<file path="config.mk">
export PLATFORM = sky130hd
export DESIGN_NAME = axi_cache_wb
export DESIGN_NICKNAME = d
export VERILOG_FILES = /design/src/rtl/axi_cache_wb_pkg.sv /design/src/rtl/axi_cache_wb.sv
export SDC_FILE = /design/constraint.sdc
export NUM_CORES = 1
export LEC_CHECK = 0
export CAP_MARGIN = 5
export CORE_AREA = 2 2 259 261
export DETAILED_ROUTE_END_ITERATION = 10
export DIE_AREA = 0 0 261 263
export PLACE_DENSITY = 0.57
export SETUP_SLACK_MARGIN = 0.4
export SLEW_MARGIN = 10
export SYNTH_ARGS = -nofsm -noshare
export SYNTH_HDL_FRONTEND = slang
export SYNTH_SLANG_ARGS = --single-unit
</file>
<file path="constraint.sdc">
create_clock -name aclk -period 22.1 [get_ports aclk]
set_input_delay 4.42 -clock aclk [delete_from_list [all_inputs] [get_ports aclk]]
set_output_delay 4.42 -clock aclk [all_outputs]
set_load 0.01 [all_outputs]
</file>
<file path="src/rtl/axi_cache_wb_pkg.sv">
// Shared CPU-side AXI constants and the write-back FSM state encoding.
// Imported by the write-back engine and by the read-side merge logic.
package axi_cache_wb_pkg;

    typedef enum logic [1:0] {
        ST_IDLE = 2'd0,
        ST_AW   = 2'd1,
        ST_W    = 2'd2,
        ST_B    = 2'd3
    } wb_state_e;

    localparam int unsigned LINE_BEATS = 16;
    localparam int unsigned BEAT_BITS  = 32;
    localparam int unsigned LINE_BITS  = LINE_BEATS * BEAT_BITS;

    localparam logic [7:0] AXI_LEN_LINE   = 8'(LINE_BEATS - 1);
    localparam logic [2:0] AXI_SIZE_32    = 3'b010;
    localparam logic [1:0] AXI_BURST_INCR = 2'b01;
    localparam logic [1:0] AXI_RESP_OKAY  = 2'b00;

endpackage

</file>
<file path="src/rtl/axi_cache_wb.sv">
// Cache line write-back engine: captures one dirty line and emits it as a
// single INCR burst of 32-bit beats on an AXI3 write channel.
module axi_cache_wb
    import axi_cache_wb_pkg::*;
#(
    parameter int unsigned BEATS = LINE_BEATS,
    parameter logic [3:0]  WB_ID = 4'b0001
) (
    input  logic                 aclk,
    input  logic                 aresetn,
    input  logic                 wb_req,
    input  logic [31:0]          wb_addr,
    input  logic [LINE_BITS-1:0] wb_data,
    output logic                 wb_ready,
    output logic                 wb_done,
    output logic                 wb_err,
    output logic [3:0]           awid,
    output logic [31:0]          awaddr,
    output logic [7:0]           awlen,
    output logic [2:0]           awsize,
    output logic [1:0]           awburst,
    output logic [1:0]           awlock,
    output logic [3:0]           awcache,
    output logic [2:0]           awprot,
    output logic                 awvalid,
    input  logic                 awready,
    output logic [3:0]           wid,
    output logic [31:0]          wdata,
    output logic [3:0]           wstrb,
    output logic                 wlast,
    output logic                 wvalid,
    input  logic                 wready,
    input  logic [3:0]           bid,
    input  logic [1:0]           bresp,
    input  logic                 bvalid,
    output logic                 bready
);

    wb_state_e            state_q, state_d;
    logic [3:0]           beat_q;
    logic [31:0]          addr_q;
    logic [LINE_BITS-1:0] line_q;
    logic                 accept;
    logic                 last_beat;
    logic                 unused_inputs;

    assign accept        = wb_req && wb_ready;
    assign last_beat     = (beat_q == 4'(BEATS - 1));
    assign unused_inputs = ^{wb_addr[5:0], bid};

    assign awid    = WB_ID;
    assign wid     = WB_ID;
    assign awlen   = 8'(BEATS - 1);
    assign awsize  = AXI_SIZE_32;
    assign awburst = AXI_BURST_INCR;
    assign awlock  = 2'b00;
    assign awcache = 4'b0000;
    assign awprot  = 3'b000;
    assign wstrb   = 4'hf;
    assign awaddr  = addr_q;
    assign wdata   = line_q[{beat_q, 5'd0} +: BEAT_BITS];

    always_ff @(posedge aclk) begin
        if (!aresetn) begin
            state_q <= ST_IDLE;
            beat_q  <= '0;
        end else begin
            state_q <= state_d;
            if (state_q == ST_AW && awready) begin
                beat_q <= '0;
            end else if (state_q == ST_W && wready) begin
                beat_q <= beat_q + 4'd1;
            end
        end
    end

    // Line buffer needs no reset: it is only read after a fresh capture.
    always_ff @(posedge aclk) begin
        if (accept) begin
            addr_q <= {wb_addr[31:6], 6'b0};
            line_q <= wb_data;
        end
    end

    always_comb begin
        state_d  = state_q;
        wb_ready = 1'b0;
        awvalid  = 1'b0;
        wvalid   = 1'b0;
        wlast    = 1'b0;
        bready   = 1'b0;
        wb_done  = 1'b0;
        wb_err   = 1'b0;
        case (state_q)
            ST_IDLE: begin
                wb_ready = 1'b1;
                if (wb_req) state_d = ST_AW;
            end
            ST_AW: begin
                awvalid = 1'b1;
                if (awready) state_d = ST_W;
            end
            ST_W: begin
                wvalid = 1'b1;
                wlast  = last_beat;
                if (wready && last_beat) state_d = ST_B;
            end
            ST_B: begin
                bready = 1'b1;
                if (bvalid) begin
                    wb_done = 1'b1;
                    wb_err  = (bresp != AXI_RESP_OKAY);
                    state_d = ST_IDLE;
                end
            end
            default: state_d = ST_IDLE;
        endcase
    end

endmodule

</file>
==> flow_summary_export.csv <==
group,metric,value,unit
clock_network,post_cts_buffers,0,
route,first_iter_violations,852,
synth,synth_cell_types,31,
power,finalPower,2.98,mW
clock_network,cts.repair.resized,0,
clock_network,numCtsBuffers,58,
sta,rsz0062_at_grt,"false",
worst_setup_path,cp_common_cell,"clkdlybuf4s50_1",
final_layout,area_growth,42.2,%
route,wl_per_cell,23.8,um
status,outcome,"completed",
sta,fin_tns_setup,0,ns
hold_path,hold_class,"flop to flop",
worst_setup_path,cp_cell_sequence,"clkdlybuf4s50_1 -> and2_1 -> o21a_1 -> clkdlybuf4s50_1",
die,coreArea,65600,um2
clock_network,clk_latency,0.61,ns
clock_network,cts_tree,"built",
sta,tightest_slew,1.15,ns
grt,grt_pass1_vias,12300,
die,row_count,94,
worst_setup_path,critical_path_buf_inv_count,2,
die,die_w,261,um
synth,syn_area,20700,um2
clock_network,clk_pin_slew_worst_paths,0.06,ns
power,irDropWorstVdd,73.4,uV
worst_setup_path,cpPeakStageDelay,0.53,ns
sta,fmax,0.0990,GHz
grt,overflow,0,
sta,finalMaxSlewViolations,0,
synth,yosysWarnings,0,
route,wl,58.3,mm
synth,ys_seq_area_frac,0.786,
grt,track_usage,0.166,
sta,min_period,10.10,ns
synth,syn_avg_cell_area,23.1,um2
synth,synth_area_leaders,"edfxtp_1 78%, mux4_2 11%, mux4_1 2.9%",
route,drt-pass1-iter-count,5,
clock_network,cts_num_sinks,544,
final_layout,drive_above_1_share,0.137,
placement,gp_congestion,0.769,
synth,synth.ff_latch_count,544,
final_layout,fin_nets,2095,
placement,hpwl,40.8,mm
sta,period_share,0.457,
clock_network,ctsHoldBuffers,0,
synth,yosysTopAreaCell,"edfxtp_1",
route,antenna_left,0,
route,avgViaCountPerCell,4.59,
flow_run,maxCapViolCount,0,
die,fp.dieH,263,um
clock_network,htreeDepth,2,
sta,finalHoldViolCount,0,
synth,synth_top_area_share,0.780,
worst_setup_path,cp.arrival,5.68,ns
final_layout,fillers,5658,
clock_network,clock-root-buffer,"clkbuf_16",
grt,grt_max_degree,176,
placement,io_buffers,610,
worst_setup_path,cp_max_fo,2,
worst_setup_path,crit_family,"buffers and inverters",
worst_setup_path,start_kind,"input port",
worst_setup_path,crit_required,17.68,ns
grt,grt_pass1_wl,81.6,mm
sta,slew-limit-headroom,0.231,
synth,syn_inst,896,
power,leakagePower,9.68,nW
die,io_pins,661,
route,num_vias,11300,
worst_setup_path,path_class,"input port to output pin",
route,drcViolationCount,0,
worst_setup_path,crit_slowest_cell,"clkdlybuf4s50_1",
grt,antenna_found_initial,20,
sta,finClkSkew,0.0181,ns
clock_network,cts_buffer_depth,3,
die,start_util,0.316,
die,dieArea,68600,um2
sta,finalSetupViolations,0,
worst_setup_path,end_kind,"output pin",
power,p_per_area,101,nW/um2
cell usage after synthesis:
cell and n:
mux2i_1 1, conb_1 2, and2_1 2, or3_1 1
buf_2 17, buf_4 45, edfxtp_1 538, buf_6 5
nand2b_1 2, o21ba_2 1, nor2b_1 3, o22ai_1 64
mux4_1 23, or2_2 2, xor2_1 2, o21a_1 1
inv_1 2, nand4_1 1, mux4_2 105, o41ai_1 1
nand3_1 3, and4_1 1, nand2_1 7, a2111oi_2 1
clkbuf_1 11, a21oi_1 2, nor2_1 34, ha_1 6
o21ai_0 1, buf_12 6, dfxtp_1 6
kinds of logic after synthesis:
family,share of synthesized area
other,0.000363
multiplexers,0.144
flip-flops,0.786
adder cells (fa/ha/maj),0.00363
AO/OA/AOI/OAI,0.0221
buffers and inverters,0.0313
XOR/XNOR,0.000846
AND/OR/NAND/NOR,0.0119
registers in the layout, indices dropped and copies added (netlist names):
register  cells
beat_q        4
awaddr       26
line_q      512
state_q       2
tightest hold or removal path, stage by stage (launching register included):
cell and delay [ns]:
dfxtp_1 0.33, nand2_1 0.06, mux2i_1 0.05
through the flow:
step	utilization	worst slack, ns	hold slack, ns	instances	instance area (um2)
after floorplan	-	4.72	0.468	934	20800
after global routing	0.449	11.97	0.559	2450	29400
after detailed placement	0.419	12.00	0.491	2337	27500
after global placement	0.419	12.00	0.491	2337	27500
after CTS	0.449	12.00	0.503	2446	29400
final	0.449	12.00	0.497	2451	29500
power breakdown:
part	total, mW	switching [mW]	internal [mW]
Clock	0.978	0.407	0.571
Sequential	1.51	0.0606	1.45
Combinational	0.489	0.247	0.242
cell usage in the layout, fill, tap and decap left out, types with 2 or more instances in the layout:
master	n
conb_1	40
dfxtp_4	3
xor2_1	2
edfxtp_1	538
mux4_2	105
nor2b_1	3
dfxtp_1	3
a21oi_1	2
inv_1	2
clkinv_1	12
mux4_1	23
nand2b_2	2
bufinv_16	7
clkinvlp_4	3
or2_2	2
diode_2	5
nand2_1	6
buf_4	12
clkinv_2	13
nand3_1	3
clkbuf_16	59
clkbuf_1	10
clkdlybuf4s50_1	610
ha_1	6
clkinv_4	3
nor2_1	34
o22ai_1	64
routing by layer:
metal  global-route usage  vias to the layer above  wire, um
li1                     -                     5014         -
met1                0.174                     5596     20000
met2                0.300                      507     30500
met3               0.0683                      104      6270
met4               0.0479                       30      1280
met5                    0                        -       205
worst paths after layout:
check	depth (start not counted)	start	to	slack (ns)
max	4	bvalid	wb_err	12.00
min	2	state_q[1]	state_q[1]	0.50
min reg2reg	2	state_q[1]	state_q[1]	0.50
max reg2reg	5	state_q[0]	line_q[508]	18.53
area by class of cell:
type                            count  area [um2]  area share
Antenna cell                        5        12.5    0.000425
Clock buffer                       69        1510      0.0514
Clock inverter                     40         398      0.0135
Inverter                            2        7.51    0.000255
Multi-Input combinational cell    304        3940       0.134
Sequential cell                   544       16300       0.553
Tap cell                          864        1080      0.0367
Timing Repair Buffer              623        6220       0.211
Note: power is estimated with default switching activity, not from simulation.
